[src/rtl/clock_time_ctrl.sv]
// Digital clock time-keeping / time-setting controller: 1 Hz tick sampling,
// debounced MODE/INC keys, mode FSM and BCD hh:mm:ss. Optional: CLK_AUTOREPEAT_EN.
//
// state   | meaning
// RUN     | clock counts on every 1 Hz tick, INC ignored
// SET_HR  | clock stopped, INC steps hours 00-23
// SET_MIN | clock stopped, INC steps minutes 00-59
// ILLEGAL | unreachable code, returns to RUN
module clock_time_ctrl #(
  parameter int KEY_STABLE = 2000000
) (
  input  logic       CP_100MHz,
  input  logic       nCLR,
  input  logic       CP_1Hz,
  input  logic       KEY_MODE,
  input  logic       KEY_INC,
  output logic [7:0] Hour,
  output logic [7:0] Minute,
  output logic [7:0] Second,
  output logic [1:0] Mode
);

  localparam int CNT_W = (KEY_STABLE > 1) ? $clog2(KEY_STABLE) : 1;
  localparam logic [CNT_W-1:0] CNT_LAST = CNT_W'(KEY_STABLE - 1);

  typedef enum logic [1:0] {
    RUN     = 2'b00,
    SET_HR  = 2'b01,
    SET_MIN = 2'b10,
    ILLEGAL = 2'b11
  } state_t;

  state_t state_q, state_d;

  logic             cp_r, cp_d, tick;
  logic [1:0]       key_s1, key_s2, key_db, key_db_d, press;
  logic [CNT_W-1:0] key_cnt [2];
  logic             mode_press, inc_press, inc_evt;
  logic [7:0]       hr_d, min_d, sec_d;

  function automatic logic [7:0] bcd_inc(input logic [7:0] v, input logic [7:0] maxv);
    logic [7:0] r;
    if (v == maxv)
      r = 8'h00;
    else if (v[3:0] == 4'd9)
      r = {v[7:4] + 4'd1, 4'd0};
    else
      r = {v[7:4], v[3:0] + 4'd1};
    return r;
  endfunction

  // Edge register resets high so a divider output already high at release does not tick.
  always_ff @(posedge CP_100MHz) begin
    if (!nCLR) begin
      cp_r <= 1'b1;
      cp_d <= 1'b1;
    end else begin
      cp_r <= CP_1Hz;
      cp_d <= cp_r;
    end
  end

  assign tick = cp_r & ~cp_d;

  // Bit 0 is MODE, bit 1 is INC.
  always_ff @(posedge CP_100MHz) begin
    if (!nCLR) begin
      key_s1   <= '0;
      key_s2   <= '0;
      key_db   <= '0;
      key_db_d <= '0;
      for (int i = 0; i < 2; i++) key_cnt[i] <= '0;
    end else begin
      key_s1   <= {KEY_INC, KEY_MODE};
      key_s2   <= key_s1;
      key_db_d <= key_db;
      for (int i = 0; i < 2; i++) begin
        if (key_s2[i] == key_db[i]) begin
          key_cnt[i] <= '0;
        end else if (key_cnt[i] == CNT_LAST) begin
          key_db[i]  <= key_s2[i];
          key_cnt[i] <= '0;
        end else begin
          key_cnt[i] <= key_cnt[i] + 1'b1;
        end
      end
    end
  end

  assign press      = key_db & ~key_db_d;
  assign mode_press = press[0];
  assign inc_press  = press[1];

`ifdef CLK_AUTOREPEAT_EN
  // Armed only by a press taken inside a set mode; a key already held on entry does not repeat.
  logic rpt_armed;

  always_ff @(posedge CP_100MHz) begin
    if (!nCLR)
      rpt_armed <= 1'b0;
    else if (mode_press || !key_db[1] || state_q == RUN || state_q == ILLEGAL)
      rpt_armed <= 1'b0;
    else if (inc_press)
      rpt_armed <= 1'b1;
  end

  assign inc_evt = inc_press | (tick & key_db[1] & rpt_armed);
`else
  assign inc_evt = inc_press;
`endif

  always_ff @(posedge CP_100MHz) begin
    if (!nCLR)
      state_q <= RUN;
    else
      state_q <= state_d;
  end

  always_comb begin
    state_d = state_q;
    case (state_q)
      RUN:     if (mode_press) state_d = SET_HR;
      SET_HR:  if (mode_press) state_d = SET_MIN;
      SET_MIN: if (mode_press) state_d = RUN;
      default: state_d = RUN;
    endcase
  end

  always_comb begin
    hr_d  = Hour;
    min_d = Minute;
    sec_d = Second;
    case (state_q)
      RUN: begin
        if (tick) begin
          sec_d = bcd_inc(Second, 8'h59);
          if (Second == 8'h59) begin
            min_d = bcd_inc(Minute, 8'h59);
            if (Minute == 8'h59) hr_d = bcd_inc(Hour, 8'h23);
          end
        end
        // Entering SET_HR clears seconds, overriding a coincident tick.
        if (mode_press) sec_d = 8'h00;
      end
      SET_HR:  if (inc_evt && !mode_press) hr_d = bcd_inc(Hour, 8'h23);
      SET_MIN: if (inc_evt && !mode_press) min_d = bcd_inc(Minute, 8'h59);
      default: ;
    endcase
  end

  always_ff @(posedge CP_100MHz) begin
    if (!nCLR) begin
      Hour   <= 8'h00;
      Minute <= 8'h00;
      Second <= 8'h00;
    end else begin
      Hour   <= hr_d;
      Minute <= min_d;
      Second <= sec_d;
    end
  end

  assign Mode = state_q;

endmodule

[config.mk]
export PLATFORM = sky130hd
export DESIGN_NAME = clock_time_ctrl
export DESIGN_NICKNAME = d
export VERILOG_FILES = /design/src/rtl/clock_time_ctrl.sv
export SDC_FILE = /design/constraint.sdc
export NUM_CORES = 1
export LEC_CHECK = 0
export BUFFER_PORTS_ARGS = -buffer_cell sky130_fd_sc_hd__buf_4
export CAP_MARGIN = 20
export CELL_PAD_IN_SITES_DETAIL_PLACEMENT = 1
export CELL_PAD_IN_SITES_GLOBAL_PLACEMENT = 1
export CORE_MARGIN = 1.5
export CORE_UTILIZATION = 47
export DETAILED_ROUTE_END_ITERATION = 7
export PLACE_DENSITY = 0.75
export SETUP_SLACK_MARGIN = 0.02
export SLEW_MARGIN = 20
export SYNTH_ARGS = -nofsm -noshare
export SYNTH_HDL_FRONTEND = slang
export SYNTH_SLANG_ARGS = --single-unit
[constraint.sdc]
create_clock -name CP_100MHz -period 2 [get_ports CP_100MHz]
set_input_delay 0.1 -clock CP_100MHz [delete_from_list [all_inputs] [get_ports CP_100MHz]]
set_output_delay 0.1 -clock CP_100MHz [all_outputs]
set_load 0.05 [all_outputs]
==> impl_results.md <==
* Leakage power at 1.88 nW
* Final-stage net count at 529
* Reg2Reg Launch Point: key_cnt[0][7]
* Hold path depth at 2
* CTS tree: yes
* # Post-CTS Setup Buffers at 0
* Die width at 97.7 um
* Crit. End Element: register
* CTS Buffer Depth at 2
* Hpwl dp at 7420 um
* Type of origin of the critical path: register
* Primary FF master, synth: edfxtp_1
* CP max stage cell: edfxtp_1
* Worst rel slew slack at 61.4%
* Hold Crit Class: input pin to register
* Final cell count without fillers at 623
* # setup viols final at 0
* DR pass1 iterations at 4
* Max cap viols at 0
* Cell Chain, Critical Path: nor4b_1 -> nand4b_1 -> o211ai_1 -> buf_12 -> a21oi_1
* Antenna diode count at 0
* Placer Congestion at 0.795
* Asr flop ratio synth at 0%
* Number of synthesized flops with an enable pin at 42
* Post-Route WL at 10200 um
* H-tree Lvls at 3
* # DRC at 0
* Hold Path End: cp_d
* Initial antenna violation count at 0
* Reg2reg setup slack at 140 ps
* Synth warn at 0
* Clk_skew at about 11 ps
* Root Buffer Master: clkbuf_8
* CP required at about 2100 ps
* Die height at 97.7 um
* Max-slew violations at 0
* Worst Reg-to-Reg Cells at 5
* Sequential Power Share at 57.4%
* Share of post-route cells with drive strength above 1 at 14.8%
* Worst-path clk slew at approximately 80 ps
* Clk pwr share at approximately 38%
* Synthesized area per cell at 9.90 um2
* Iter 0 DRT Violations at 95
* Delay-heaviest family, CP: simple AND/OR/NAND/NOR gates
* Worst Tran Pin Value at 578 ps
* Internal power at roughly 2.4 mW
* Yosys cell types at 60
* Post-synthesis instance total at 426
* I/O pins at 31
* FF-to-FF End: key_cnt[0][13]
* RSZ-0062 raised after global routing: no
* Switching portion of total power at 23.8%
* Crit Path Class: register to register
* Seq/Total Area, Yosys at 47.0%
* DR vias at 3519
* Total core area at 8720 um2
* Switching pwr at 737 uW
* Combinational power share at roughly 4.8%
* Wire per inst at approximately 16 um
* Max IR drop VDD at 0.000349 V
* Filler Cell Count at 1003
* Vias in the first global route at 3657
* Clk sinks at 78
* Largest net degree at the start of global routing at 23
* Fin Setup TNS at 0 ps
* Synth Register Bits at 78
* Synth-to-layout area growth at 19.0%
* Total track usage at 22.5%
* Status: finished clean
* Critical path buffers and inverters at 1
* CTS Buf Count at 9
* ANT nets after route at 0
* Clock latency on the worst-skew pair at 350 ps
* Initial Util at 48.3%
* Port bufs at 30
* Cell Area, Synth at 4220 um2
* Fmax at 537 MHz
* Tcrit/Tclk final at 93.1%
* Worst EP arrival at 1960 ps
* Total gr overflow at 0
* Commonest cells after routing, fill and taps aside: buf_4, edfxtp_1, conb_1
* Final hold viol count at 0
* Die ar. at 9550 um2
* Via density at 5.65
* Rows at 34
* Pwr Density at between 600 and 700 nW/um2
* Hold path start: nCLR
* Post-layout min period at about 1900 ps
* First-pass GRT wire length at 17500 um
* Crit-path max FO at 21
* Dpl cells at about 600
* Critical path's largest stage delay at 490 ps
[worst reg2reg max path, delay by kind of cell (launching register included)]
kind / cells / cell delay, ps
and+or+nand+nor: 2 / 530
AOI/OAI and AO/OA: 2 / 380
DFF: 1 / 490
buffers and inverters: 1 / 200
[cell usage after synthesis, types with 8 or more instances]
master    count  area (um2)
inv_1        16        60.1
xor2_1       18         158
nand2b_1      8        50.1
dfxtp_1      36         721
nand4_1      16         100
nand3_1      22         110
edfxtp_1     42        1260
and3_1        8        50.1
ha_1         14         175
xnor2_1      10        87.6
nor2_1       32         120
nand2_1      23        86.3
and2_1       10        62.6
or3_1        16         100
o21ai_0      15        75.1
a21oi_1      28         140
[how the worst max path moves through the flow]
stage                              from        endpoint  slack [ps]  depth (start not counted)
after floorplan               Second[4]         Hour[5]          50                          5
final                     key_cnt[0][7]  key_cnt[0][13]         140                          5
after global routing      key_cnt[1][0]  key_cnt[1][18]          30                          5
after detailed placement  key_cnt[1][0]  key_cnt[1][18]         130                          5
after global placement    key_cnt[1][0]  key_cnt[1][20]         230                          5
after CTS                 key_cnt[1][0]  key_cnt[1][18]          80                          5
[state kept, by name, summed over array words and instances, names as in the netlist, 8 cells and up]
signal and cells:
Second 8, key_cnt 42, Minute 8, Hour 8
[metal layers]
layer / vias up / global-route usage, % / wire length, um
met1: 1744 / 28.0 / 4580
met5: - / 0 / 0
met2: 50 / 40.3 / 5270
met3: 12 / 2.59 / 217
met4: 0 / 8.13 / 136
li1: 1713 / - / -
[repair_timing]
item                                   4_1_cts  5_1_grt
hold buffers                                 4        0
setup endpoints to repair                    0       19
endpoints found under the hold margin        3        0
resized for setup                            0        4
[stage by stage]
step | worst slack, ps | total power [mW] | instance area, um2 | hold slack, ps | util, %
after floorplan | 51.6 | 1.90 | 4380 | 201 | -
after global placement | 226 | 1.94 | 4780 | 283 | 54.8
after detailed placement | 130 | 1.95 | 4780 | 289 | 54.8
after CTS | 77.0 | 3.12 | 5010 | 12.1 | 57.4
after global routing | 28.1 | 3.23 | 5020 | 39.1 | 57.5
final | 137 | 3.10 | 5020 | 18.5 | 57.5
[power groups by stage]
stage	clock (mW)	combinational, mW	sequential, mW
floorplan	0	0.0905	1.81
global placement	0	0.131	1.81
detailed placement	0	0.137	1.81
CTS	1.20	0.144	1.78
global route	1.28	0.165	1.78
finish	1.17	0.149	1.78
[cells by family after synthesis]
logic type	Yosys count	share of synthesized area [%]
other	1	0.0890
and+or+nand+nor	181	25.6
muxes	4	0.950
buffers and inverters	32	3.21
AOI/OAI and AO/OA	88	13.2
adders and majority gates	14	4.16
xor gates and xnor gates	28	5.82
DFF	78	47.0
[cell type report]
class	instances	area [um2]	area share [%]
Clock buffer	10	128	2.54
Sequential cell	78	1990	39.6
Tap cell	108	135	2.69
Inverter	16	60.1	1.20
Clock inverter	6	60.1	1.20
Timing Repair Buffer	48	387	7.71
Multi-Input combinational cell	357	2260	45.0
Note: power is estimated with default switching activity, not from simulation.
